<file path="src/rtl/fp_addsub_pipe_if.sv">
// fp_addsub_pipe_if: operand/result handshake bundle for the pipelined FP adder
interface fp_addsub_pipe_if #(
    parameter int EXP_W = 5,
    parameter int MAN_W = 10
);
    localparam int W = 1 + EXP_W + MAN_W;
    logic in_valid;
    logic in_ready;
    logic [W-1:0] in_a;
    logic [W-1:0] in_b;
    logic op;
    logic out_valid;
    logic out_ready;
    logic [W-1:0] out_sum;
    logic [1:0] out_flag;
    modport master (
        output in_valid, in_a, in_b, op, out_ready,
        input in_ready, out_valid, out_sum, out_flag
    );
    modport slave (
        input in_valid, in_a, in_b, op, out_ready,
        output in_ready, out_valid, out_sum, out_flag
    );
endinterface

</file>
<file path="src/rtl/fp_addsub_pipe.sv">
// fp_addsub_pipe: 3-stage pipelined floating-point adder/subtractor with RNE rounding
// Stages: unpack/swap, align/add, normalise/round/pack; all stages advance together.
module fp_addsub_pipe #(
    parameter int EXP_W = 5,
    parameter int MAN_W = 10
) (
    input logic clk,
    input logic rst_n,
    fp_addsub_pipe_if.slave bus
);
    localparam int W = 1 + EXP_W + MAN_W;
    localparam int M = MAN_W + 4;
    localparam int XW = EXP_W + 2;
    localparam int LW = $clog2(M + 1);
    localparam logic [W-1:0] QNAN = {1'b0, {EXP_W{1'b1}}, 1'b1, {(MAN_W - 1){1'b0}}};
    localparam logic signed [XW-1:0] EMAX = XW'((1 << EXP_W) - 1);

    logic adv;
    logic sa, sb, za, zb, xa, xb, swap;
    logic [W-2:0] big, sml;
    logic [W-1:0] sres;
    logic s1_v, s1_spec, s1_s, s1_sub;
    logic [W-1:0] s1_res;
    logic [1:0] s1_flag;
    logic [EXP_W-1:0] s1_e, s1_d;
    logic [MAN_W-1:0] s1_ma, s1_mb;
    logic [M-1:0] ma, mb, bsh, bal;
    logic stk;
    logic [M:0] sum;
    logic s2_v, s2_spec, s2_s;
    logic [W-1:0] s2_res;
    logic [1:0] s2_flag;
    logic [EXP_W-1:0] s2_e;
    logic [M:0] s2_sum;
    logic cy, up;
    logic [LW-1:0] lz;
    logic [M-1:0] n;
    logic [MAN_W:0] rnd;
    logic signed [XW-1:0] ef;
    logic [W-1:0] res;
    logic [1:0] flag;

    assign adv = !bus.out_valid || bus.out_ready;
    assign bus.in_ready = adv;

    always_comb begin
        sa = bus.in_a[W-1];
        sb = bus.in_b[W-1] ^ bus.op;
        za = bus.in_a[W-2:MAN_W] == '0;
        zb = bus.in_b[W-2:MAN_W] == '0;
        xa = &bus.in_a[W-2:MAN_W];
        xb = &bus.in_b[W-2:MAN_W];
        swap = bus.in_b[W-2:0] > bus.in_a[W-2:0];
        big = swap ? bus.in_b[W-2:0] : bus.in_a[W-2:0];
        sml = swap ? bus.in_a[W-2:0] : bus.in_b[W-2:0];
        // zero and special outcomes are settled up front and ride past the datapath
        sres = (xa || xb) ? QNAN : (za && zb) ? {sa & sb, {(W - 1){1'b0}}} :
               za ? {sb, bus.in_b[W-2:0]} : {sa, bus.in_a[W-2:0]};
    end

    always_comb begin
        ma = {1'b1, s1_ma, 3'b000};
        mb = {1'b1, s1_mb, 3'b000};
        bsh = mb >> s1_d;
        stk = |(mb & ~({M{1'b1}} << s1_d));
        bal = {bsh[M-1:1], bsh[0] | stk};
        sum = s1_sub ? {1'b0, ma} - {1'b0, bal} : {1'b0, ma} + {1'b0, bal};
    end

    always_comb begin
        cy = s2_sum[M];
        lz = LW'(M);
        for (int i = 0; i < M; i++) lz = s2_sum[i] ? LW'(M - 1 - i) : lz;
        n = cy ? {s2_sum[M:2], s2_sum[1] | s2_sum[0]} : s2_sum[M-1:0] << lz;
        up = n[2] & (n[1] | n[0] | n[3]);
        rnd = {1'b0, n[M-2:3]} + (MAN_W + 1)'(up);
        // n[M-1] is the normalised hidden bit; it is clear only on exact cancellation
        ef = XW'(s2_e) + (cy ? XW'(1) : -XW'(lz)) + XW'(rnd[MAN_W]);
        res = s2_spec ? s2_res : !n[M-1] ? '0 :
              (ef >= EMAX) ? {s2_s, {EXP_W{1'b1}}, {MAN_W{1'b0}}} :
              (ef[XW-1] || ef == '0) ? '0 : {s2_s, ef[EXP_W-1:0], rnd[MAN_W-1:0]};
        flag = s2_spec ? s2_flag : !n[M-1] ? 2'b00 : (ef >= EMAX) ? 2'b01 :
               (ef[XW-1] || ef == '0) ? 2'b10 : 2'b00;
    end

    always_ff @(posedge clk or negedge rst_n) begin
        if (!rst_n) begin
            s1_v <= 1'b0;
            s1_spec <= 1'b0;
            s1_res <= '0;
            s1_flag <= '0;
            s1_s <= 1'b0;
            s1_sub <= 1'b0;
            s1_e <= '0;
            s1_d <= '0;
            s1_ma <= '0;
            s1_mb <= '0;
            s2_v <= 1'b0;
            s2_spec <= 1'b0;
            s2_res <= '0;
            s2_flag <= '0;
            s2_s <= 1'b0;
            s2_e <= '0;
            s2_sum <= '0;
            bus.out_valid <= 1'b0;
            bus.out_sum <= '0;
            bus.out_flag <= '0;
        end else if (adv) begin
            s1_v <= bus.in_valid;
            s1_spec <= xa | xb | za | zb;
            s1_res <= sres;
            s1_flag <= {2{xa | xb}};
            s1_s <= swap ? sb : sa;
            s1_sub <= sa ^ sb;
            s1_e <= big[W-2:MAN_W];
            s1_d <= big[W-2:MAN_W] - sml[W-2:MAN_W];
            s1_ma <= big[MAN_W-1:0];
            s1_mb <= sml[MAN_W-1:0];
            s2_v <= s1_v;
            s2_spec <= s1_spec;
            s2_res <= s1_res;
            s2_flag <= s1_flag;
            s2_s <= s1_s;
            s2_e <= s1_e;
            s2_sum <= sum;
            bus.out_valid <= s2_v;
            bus.out_sum <= res;
            bus.out_flag <= flag;
        end
    end
endmodule

</file>
<file path="src/flat_wrapper.sv">
// flat-port wrapper written by rule: the top's interface ports become plain ports
module fp_addsub_pipe_flat 
#(
    parameter int EXP_W = 5,
    parameter int MAN_W = 10
)
  (clk, rst_n, bus_in_valid, bus_in_a, bus_in_b, bus_op, bus_out_ready, bus_in_ready, bus_out_valid, bus_out_sum, bus_out_flag);
  fp_addsub_pipe_if #(.EXP_W(EXP_W), .MAN_W(MAN_W)) bus_i ();
  input logic clk;
  input logic rst_n;
  input wire logic [$bits(bus_i.in_valid)-1:0] bus_in_valid;
  input wire logic [$bits(bus_i.in_a)-1:0] bus_in_a;
  input wire logic [$bits(bus_i.in_b)-1:0] bus_in_b;
  input wire logic [$bits(bus_i.op)-1:0] bus_op;
  input wire logic [$bits(bus_i.out_ready)-1:0] bus_out_ready;
  output wire logic [$bits(bus_i.in_ready)-1:0] bus_in_ready;
  output wire logic [$bits(bus_i.out_valid)-1:0] bus_out_valid;
  output wire logic [$bits(bus_i.out_sum)-1:0] bus_out_sum;
  output wire logic [$bits(bus_i.out_flag)-1:0] bus_out_flag;
  assign bus_i.in_valid = bus_in_valid;
  assign bus_i.in_a = bus_in_a;
  assign bus_i.in_b = bus_in_b;
  assign bus_i.op = bus_op;
  assign bus_i.out_ready = bus_out_ready;
  assign bus_in_ready = bus_i.in_ready;
  assign bus_out_valid = bus_i.out_valid;
  assign bus_out_sum = bus_i.out_sum;
  assign bus_out_flag = bus_i.out_flag;
  fp_addsub_pipe #(.EXP_W(EXP_W), .MAN_W(MAN_W)) u_core (.clk(clk), .rst_n(rst_n), .bus(bus_i));
endmodule
</file>
<file path="config.mk">
export PLATFORM = sky130hd
export DESIGN_NAME = fp_addsub_pipe_flat
export DESIGN_NICKNAME = d
export VERILOG_FILES = /design/src/rtl/fp_addsub_pipe_if.sv /design/src/rtl/fp_addsub_pipe.sv /design/src/flat_wrapper.sv
export SDC_FILE = /design/constraint.sdc
export NUM_CORES = 1
export LEC_CHECK = 0
export BUFFER_PORTS_ARGS = -buffer_cell sky130_fd_sc_hd__buf_2
export CAP_MARGIN = 20
export CORE_ASPECT_RATIO = 1.75
export CORE_MARGIN = 3
export CORE_UTILIZATION = 40
export DETAILED_ROUTE_END_ITERATION = 10
export PLACE_DENSITY = 0.59
export SLEW_MARGIN = 0
export SYNTH_ARGS = -nofsm -noshare
export SYNTH_HDL_FRONTEND = slang
export SYNTH_SLANG_ARGS = --single-unit
export TNS_END_PERCENT = 30
</file>
<file path="constraint.sdc">
create_clock -name clk -period 12.79 [get_ports clk]
set_clock_uncertainty 0.1 [all_clocks]
set_input_delay 3.1975 -clock clk [delete_from_list [all_inputs] [get_ports clk]]
set_output_delay 3.1975 -clock clk [all_outputs]
set_load 0.01 [all_outputs]
</file>
==> metrics, run 1 <==
DRC viols 0; P_int 0.001103 W; fin util 0.4456; Global Route Usage Sum 0.2117; Critical Path AT 4.28 ns; power consumption 0.002139 W; Post-CTS Resized 0; Required @ worst endpoint 9.49 ns; full die area 0.02308 sq mm; cells after synthesis 1076; post-synthesis xor/xnor area fraction 0.01960; clock share of power 0.131; Sw Pwr 0.001036 W; TNS Setup 0 ns; critical path capture point type output pin; hold_buf cts 0; share of cells above drive strength 1 0.09725; initial antenna violation count 0; Synth cell types 82; total routed wirelength 23.73 mm; Slew @ Worst Pin 0.9216 ns; Die W 116.1 um; Adder-Cell Fraction of Synth Area 0.07191; unrepaired setup endpoints after global routing no; row count 69; Ports 57; Top FF cell, synth dfrtp_1; Hold WC Path Type flop to flop; reg2reg setup slack 6.25 ns; Post-Synthesis Cell Area 0.008491 sq mm; maximum clock frequency 132.0 MHz; Routed wire per std cell 17.74 um; Die Y 198.7 um; CP max FO 32; Max Slew Vio Count 0; CTS tree built; CTS root buffer clkbuf_16; Synth Area in Compound Gates 0.2462; pwr/cell area 233.6 mW/mm^2; Lkg Pwr 4.139 nW; R2R cell count 22; Starting Density 0.4132; area share of and/or/nand/nor cells after synthesis 0.2293; routed vias 7664; # port buffers 56; hold path startpoint u_core.s2_v; post-synthesis mux area share 0.04951; Sink Count 110; CORE AREA 0.02055 sq mm; asr flop ratio synth 1.000; number of nets in the layout 1169; reg2reg start u_core.s2_sum[7]; post-route ant nets 0; Reg-to-Reg End u_core.bus.out_sum[7]; main combinational cell family by area after synthesis compound AO/OA/AOI/OAI gates; clock-pin slew on the worst setup and hold paths 0.08 ns; # Post-CTS Setup Buffers 0; Sw Share 0.4842; Syn. warnings 0; syn avg cell area 7.891 sq um; CTS Buf Count 9; first-pass GRT wire length 38.81 mm; most frequent cells in the layout nand2_1 (177), nor2_1 (110), dfrtp_1 (110), a21oi_1 (84), o21ai_0 (70); status complete, no violations; min Tclk post-route 7.578 ns; number of global-route vias before repair 7427; Post-synth EDFFs 0; later-pin clock latency in the skew report 0.36 ns; # setup viols final 0; Slew HR 0.3856; max-cap viol count 0; syn_nets 1160; Worst Hold End u_core.s2_v; Final period util 0.5925; ant diodes 0; DPL Wire Length 18.12 mm; most frequent cell on the critical path buf_2; DR vias/cell 5.728; Final GP Congestion 0.9625; CP max-delay cell nor2b_4; maximum VDD drop 84.87 uV; Final Hold Viols 0; CP max stage delay 0.37 ns; DR iter-0 viols 340; Flop pwr share 0.305; Clock Path Buffers 2; hold path cells 2; htree depth 3; largest net degree at the start of global routing 96; CP Class primary input to output pin; Area Growth Syn to Fin 7.840%; commonest non-fill, non-tap cell in the layout nand2_1; Yosys reg bits 110; register area share after synthesis 0.3242; crit path launch type primary input; gr ovfl total 0; drt pass-1 iters 4; crit path cell chain buf_2 -> nor2b_4 -> inv_2 -> buf_2; Comb pwr share 0.565
## logic make-up after synthesis
group                    count (synthesis)
AND/OR/NAND/NOR                        421
AO/OA/AOI/OAI                          317
buffers and inverters                  124
flip-flops                             110
adder cells (fa/ha/maj)                 47
multiplexers                            38
XOR/XNOR                                19
## critical path: cells and delay by family
kind / cells / cell delay (ns)
buffers and inverters: 3 / 0.70
AND/OR/NAND/NOR: 1 / 0.37
## power by group through the flow
stage / clock (W) / combinational, W / sequential, W
2_1_floorplan: 0 / 0.000976 / 0.000564
3_3_place_gp: 0 / 0.00119 / 0.000654
3_5_place_dp: 0 / 0.00120 / 0.000659
4_1_cts: 0.000287 / 0.00121 / 0.000651
5_1_grt: 0.000300 / 0.00135 / 0.000675
6_report: 0.000279 / 0.00121 / 0.000652
## layout make-up
cell class	count	area, sq um
Clock inverter	6	65.06
Fill cell	2159	11390
Inverter	59	221.5
Clock buffer	10	229.0
Multi-Input combinational cell	842	5243
Sequential cell	110	2753
Timing Repair Buffer	63	335.3
Tap cell	248	310.3
## per-stage QoR
step / instances / hold slack, ns / cell area, sq um / setup slack, ns
2_1_floorplan: 1076 / 0.3300 / 8491 / 5.473
3_3_place_gp: 1322 / 0.3433 / 8862 / 5.220
3_5_place_dp: 1322 / 0.3546 / 8862 / 5.196
4_1_cts: 1338 / 0.3731 / 9156 / 5.194
5_1_grt: 1338 / 0.3946 / 9156 / 5.103
6_report: 1338 / 0.3647 / 9156 / 5.212
## worst max-delay path by stage
stage	startpoint	to	cells past startpoint
floorplan	bus_out_ready	bus_in_ready	5
global placement	bus_out_ready	bus_in_ready	4
detailed placement	bus_out_ready	bus_in_ready	4
CTS	bus_out_ready	bus_in_ready	4
global route	bus_out_ready	bus_in_ready	4
finish	bus_out_ready	bus_in_ready	4
## registers in the layout, summed over array words and instances (netlist names), 2 cells and up
name                 count
u_core.s1_mb            10
u_core.s1_ma            10
u_core.s1_e              5
u_core.s1_res           16
u_core.s2_res           16
u_core.s1_d              5
u_core.bus.out_flag      2
u_core.s2_sum           15
u_core.s2_e              5
u_core.bus.out_sum      16
## metal layers
layer / track usage / wire, um / up-vias
li1: - / - / 3849
met1: 0.2508 / 9730 / 3604
met2: 0.3816 / 12470 / 164
met3: 0.01826 / 593 / 47
met4: 0.09591 / 936 / 0
met5: 0 / 0 / -
## synthesized netlist by cell type, drive strengths merged, types with 7 or more instances
master,number,area share
nand3,19,0.013
buf,18,0.012
a21o,10,0.0088
mux2,9,0.012
a211oi,14,0.012
nand4,10,0.0074
o22ai,11,0.0081
o21a,14,0.012
clkbuf,47,0.021
mux2i,27,0.032
nand2,177,0.078
a211o,7,0.0072
a21oi,85,0.051
nor3,24,0.014
or3,8,0.0059
xnor2,15,0.015
o211ai,14,0.012
o21ai,72,0.044
nor2,110,0.049
inv,56,0.025
a31oi,27,0.020
nand2b,18,0.013
ha,44,0.065
and3,11,0.0081
nor2b,13,0.0096
dfrtp,110,0.32
No activity file was read; power rests on OpenSTA's default activity.
==> run 2: changes to the inputs <==
ABC_AREA = 1   (was default)
clock period = 7.9 ns   (was 12.79 ns; I/O delays follow)
==> metrics, run 2 <==
Required @ worst endpoint 8.08 ns; hold path startpoint u_core.s1_res[4]; TNS Setup 0 ns; post-route ant nets 0; Max Slew Vio Count 0; DR iter-0 viols 396; Final Hold Viols 0; most frequent cell on the critical path nand2_1; biggest regs u_core.bus.out_sum (16), u_core.s1_res (16), u_core.s2_res (16); routed vias 7675; commonest non-fill, non-tap cell in the layout nand2_1; Top FF cell, synth dfrtp_1; pwr/cell area 417.1 mW/mm^2; most common cell in the netlist nand2_1; crit path launch type flop; maximum clock frequency 195.0 MHz; min Tclk post-route 5.128 ns; CTS Buf Count 9; P_int 0.001772 W; Die Y 193.6 um; critical path capture point type flop; hold_buf cts 0; CORE AREA 0.01974 sq mm; clock share of power 0.127; Yosys top cell area share 0.3424; ant diodes 0; cells after synthesis 1150; DR vias/cell 5.371; drt pass-1 iters 5; full die area 0.02190 sq mm; Yosys reg bits 110; Routed wire per std cell 16.31 um; Critical Path AT 5.30 ns; Hold WC Path Type flop to flop; worst slack at placement 2.662 ns; final worst slack 2.772 ns; multi-input logic area 0.004582 sq mm; share of cells above drive strength 1 0.1056; Lkg Pwr 4.371 nW; Final GP Congestion 0.9426; CP Launch Point u_core.s2_sum[2]; number of nets in the layout 1263; total routed wirelength 23.31 mm; CP Class flop to flop; Comb pwr share 0.605; Slew @ Worst Pin 0.9645 ns; CP max FO 15; Sw Pwr 0.001881 W; CP max-delay cell dfrtp_1; Area Growth Syn to Fin 8.917%; unrepaired setup endpoints after global routing no; most frequent cells in the layout nand2_1 (290), o21ai_0 (127), inv_1 (119), dfrtp_1 (110), nand3_1 (90); Flop pwr share 0.268; asr flop ratio synth 1.000; htree depth 3; number of global-route vias before repair 7558; register area share after synthesis 0.3424; Syn. warnings 0; Final period util 0.6491; Starting Density 0.4073; Clock Path Buffers 2; Sink Count 110; CP max stage delay 0.45 ns; DRC viols 0; Global Route Usage Sum 0.2159; syn avg cell area 6.991 sq um; row count 68; max-cap viol count 0; Synth area leaders dfrtp_1 (34%), nand2_1 (14%), o21ai_0 (7.9%); later-pin clock latency in the skew report 0.36 ns; synth cell count leaders nand2_1 (290), o21ai_0 (127), inv_1 (119), dfrtp_1 (110); syn_nets 1234; Post-synth EDFFs 0; gr ovfl total 0; Seq. cell area 0.002753 sq mm; Ports 57; Post-CTS Resized 0; Die W 113.2 um; # port buffers 56; # fillers 2126; Sw Share 0.5149; reg2reg start u_core.s2_sum[2]; first-pass GRT wire length 38.32 mm; maximum VDD drop 153.1 uV; # Post-CTS Setup Buffers 0; largest net degree at the start of global routing 90; Post-Synthesis Cell Area 0.008040 sq mm; Slew HR 0.3570; status complete, no violations; CTS tree built; Synth cell types 56; CTS root buffer clkbuf_16; DPL Wire Length 17.94 mm; clock-pin slew on the worst setup and hold paths 0.08 ns; Synth area leader dfrtp_1; # setup viols final 0; initial antenna violation count 0; fin util 0.4436; power consumption 0.003653 W
## run 2: changes by cell type in the layout (fill, tap and decap cells not counted), sizes merged, moves of 13 or more
cell	delta
nor3	-17
nor2b	-13
nor2	-13
inv	+75
nand2	+127
nand3	+78
o21ai	+64
a31oi	-18
mux2i	-25
nand2b	-18
## run 2: cell families (layout without fill, tap and decap cells)
kind of cell | after synthesis | count (layout) | share of synthesized area
compound gates | 276 | 276 | 0.1906
simple gates | 522 | 522 | 0.2803
buf+inv | 175 | 209 | 0.08870
fa+ha+maj | 47 | 47 | 0.07594
flops | 110 | 110 | 0.3424
mux | 2 | 2 | 0.002490
xor+xnor | 18 | 18 | 0.01961
## run 2: path summary, 6_finish.rpt
path | cells past startpoint | slack (ns) | end
setup reg to reg | 37 | 2.77 | u_core.bus.out_sum[7]
min in group asynchronous | 1 | 1.46 | u_core.s1_res[10]
max in group asynchronous | 2 | 4.89 | u_core.s1_mb[9]
hold / removal | 2 | 0.38 | u_core.s2_res[4]
setup / recovery | 37 | 2.77 | u_core.bus.out_sum[7]
hold reg to reg | 2 | 0.38 | u_core.s2_res[4]
## run 2: per-layer routing
layer  up-vias  part of all wire  global-route usage  routed length [um]
li1       3881                 -                   -                   -
met1      3583              0.40              0.2488                9332
met2       155              0.53              0.3914               12350
met3        56             0.025             0.02347                 580
met4         0             0.045              0.1020                1045
met5         -                 0                   0                   0
## run 2: area by class of cell
class	count	area share
clock inverter	6	0.007001
sequential	110	0.3143
clock buffer	10	0.02729
tap	245	0.03500
timing repair buffer	61	0.03658
inverter	132	0.05658
multi-input combinational	865	0.5232
## run 2: stage by stage
step	instance area [sq um]	hold slack, ns	std cells
global route	8757	0.3962	1429
floorplan	8040	0.3400	1150
finish	8757	0.3753	1429
detailed placement	8457	0.3534	1413
CTS	8757	0.3730	1429
global placement	8457	0.3496	1413
## run 2: critical path, delay by kind of cell (launching register included)
family | cells | cell delay [ns]
AND/OR/NAND/NOR | 26 | 3.00
AO/OA/AOI/OAI | 4 | 0.56
flip-flops | 1 | 0.45
adder cells (fa/ha/maj) | 2 | 0.40
buffers and inverters | 4 | 0.36
XOR/XNOR | 1 | 0.18
## run 2: power by group through the flow
stage               combinational [W]  clock (W)  sequential, W
finish                        0.00221   0.000465       0.000980
global route                  0.00253   0.000493        0.00101
CTS                           0.00221   0.000474       0.000979
detailed placement            0.00220          0       0.000989
global placement              0.00218          0       0.000983
floorplan                     0.00170          0       0.000926
==> run 3: changes to the inputs <==
clock period = 5 ns   (was 7.9 ns; I/O delays follow)
==> metrics, run 3 (synthesized netlist as in run 2, its figures left out) <==
maximum clock frequency 216.8 MHz; crit path launch type flop; hold_buf cts 0; clock-pin slew on the worst setup and hold paths 0.08 ns; routed vias 7713; row count 68; Final Instance Area 0.008986 sq mm; CTS tree built; commonest non-fill, non-tap cell in the layout nand2_1; Sink Count 110; CTS Buf Count 9; CP max stage delay 0.41 ns; Final period util 0.9227; Die W 113.2 um; DPL Wire Length 18.80 mm; most frequent cells in the layout nand2_1 (288), o21ai_0 (126), inv_1 (119), dfrtp_1 (109), nand3_1 (90); CP max-delay cell fa_1; later-pin clock latency in the skew report 0.36 ns; full die area 0.02190 sq mm; Lkg Pwr 4.496 nW; Required @ worst endpoint 5.14 ns; pwr/cell area 674.9 mW/mm^2; total routed wirelength 24.00 mm; Clock Path Buffers 2; Ports 57; largest net degree at the start of global routing 84; Area after DPL 0.008600 sq mm; Area Growth Syn to Fin 11.76%; Global Route Usage Sum 0.2210; post-route ant nets 0; M2 GR Usage 0.4008; Slew HR 0.3834; M3 GR Usage 0.01815; placed cell count 1432; Critical Path AT 4.76 ns; ant diodes 0; CTS root buffer clkbuf_16; initial antenna violation count 0; DR vias/cell 5.312; Final GP Congestion 1.038; gr ovfl total 0; share of cells above drive strength 1 0.1284; maximum VDD drop 418.7 uV; TNS Setup 0 ns; Hold WC Path Type flop to flop; GR Layer Usage met1 0.2548; drt pass-1 iters 7; Die Y 193.6 um; global route hottest layer met2; number of nets in the layout 1287; biggest regs u_core.bus.out_sum (16), u_core.s1_res (16), u_core.s2_res (16); max-cap viol count 0; Max Slew Vio Count 0; Slew @ Worst Pin 0.9221 ns; first-pass GRT wire length 38.80 mm; CP Class flop to flop; Final Hold Viols 0; htree depth 3; # port buffers 56; min Tclk post-route 4.613 ns; number of global-route vias before repair 7578; DRC viols 0; status complete, no violations; CP max FO 12; Starting Density 0.4073; DR iter-0 viols 386; Final Non-Filler Cells 1452; critical path capture point type flop; most frequent cell on the critical path nand2_1; Routed wire per std cell 16.53 um; # setup viols final 0; CORE AREA 0.01974 sq mm
## run 3: changes by cell type in the layout (fill, tap and decap cells not counted), moves of 2 or more
| cell | before | now |
|---|---|---|
| nand2_1 | 290 | 288 |
| nand2_2 | 12 | 14 |
| buf_4 | 6 | 29 |
| inv_6 | 3 | 1 |
## run 3: where the power goes
part           switching (W)  internal, W  total (W)
Combinational        0.00240      0.00138    0.00378
Clock               0.000341     0.000406   0.000747
Sequential          0.000309      0.00123    0.00154
## run 3: layout make-up
type	count	area, sq um
fill	2107	10750
multi-input combinational	865	4612
sequential	110	2754
timing repair buffer	85	513.0
inverter	132	495.5
tap	245	306.5
clock buffer	10	239.0
clock inverter	5	66.31
## run 3: metal layers
layer	wire length (um)	share of wire
met4	1090	0.045
met5	0	0
met3	720	0.030
met1	9453	0.39
met2	12730	0.53
## run 3: through the flow
| step | utilization | setup WS, ns | hold WS, ns | power [W] |
|---|---|---|---|---|
| after global routing | 0.4552 | -0.006774 | 0.3925 | 0.006646 |
| final | 0.4552 | 0.3865 | 0.3728 | 0.006064 |
| after CTS | 0.4511 | 0.05053 | 0.3767 | 0.005954 |
| after global placement | 0.4357 | 0.1473 | 0.3480 | 0.005176 |
| after floorplan | - | 0.7474 | 0.3400 | 0.004155 |
| after detailed placement | 0.4357 | 0.05876 | 0.3585 | 0.005190 |
## run 3: final timing paths
path	start	to	slack, ns	cells past startpoint
setup / recovery	u_core.s2_sum[1]	u_core.bus.out_sum[6]	0.39	38
setup reg to reg	u_core.s2_sum[1]	u_core.bus.out_sum[6]	0.39	38
hold / removal	u_core.s1_res[8]	u_core.s2_res[8]	0.37	2
min in group asynchronous	rst_n	u_core.bus.out_flag[0]	0.86	1
max in group asynchronous	rst_n	u_core.s1_ma[3]	2.97	2
hold reg to reg	u_core.s1_res[8]	u_core.s2_res[8]	0.37	2
## run 3: what timing repair did
action / CTS / global route
setup endpoints to repair: 0 / 17
resized for setup: 0 / 9
buffers inserted: 0 / 5
## run 3: critical path: cells and delay by family, from the launching register on
family	cells	cell delay [ns]
xor gates and xnor gates	1	0.22
AOI/OAI and AO/OA	3	0.21
adders and majority gates	3	0.96
DFF	1	0.38
buffers and inverters	4	0.37
and+or+nand+nor	27	2.25
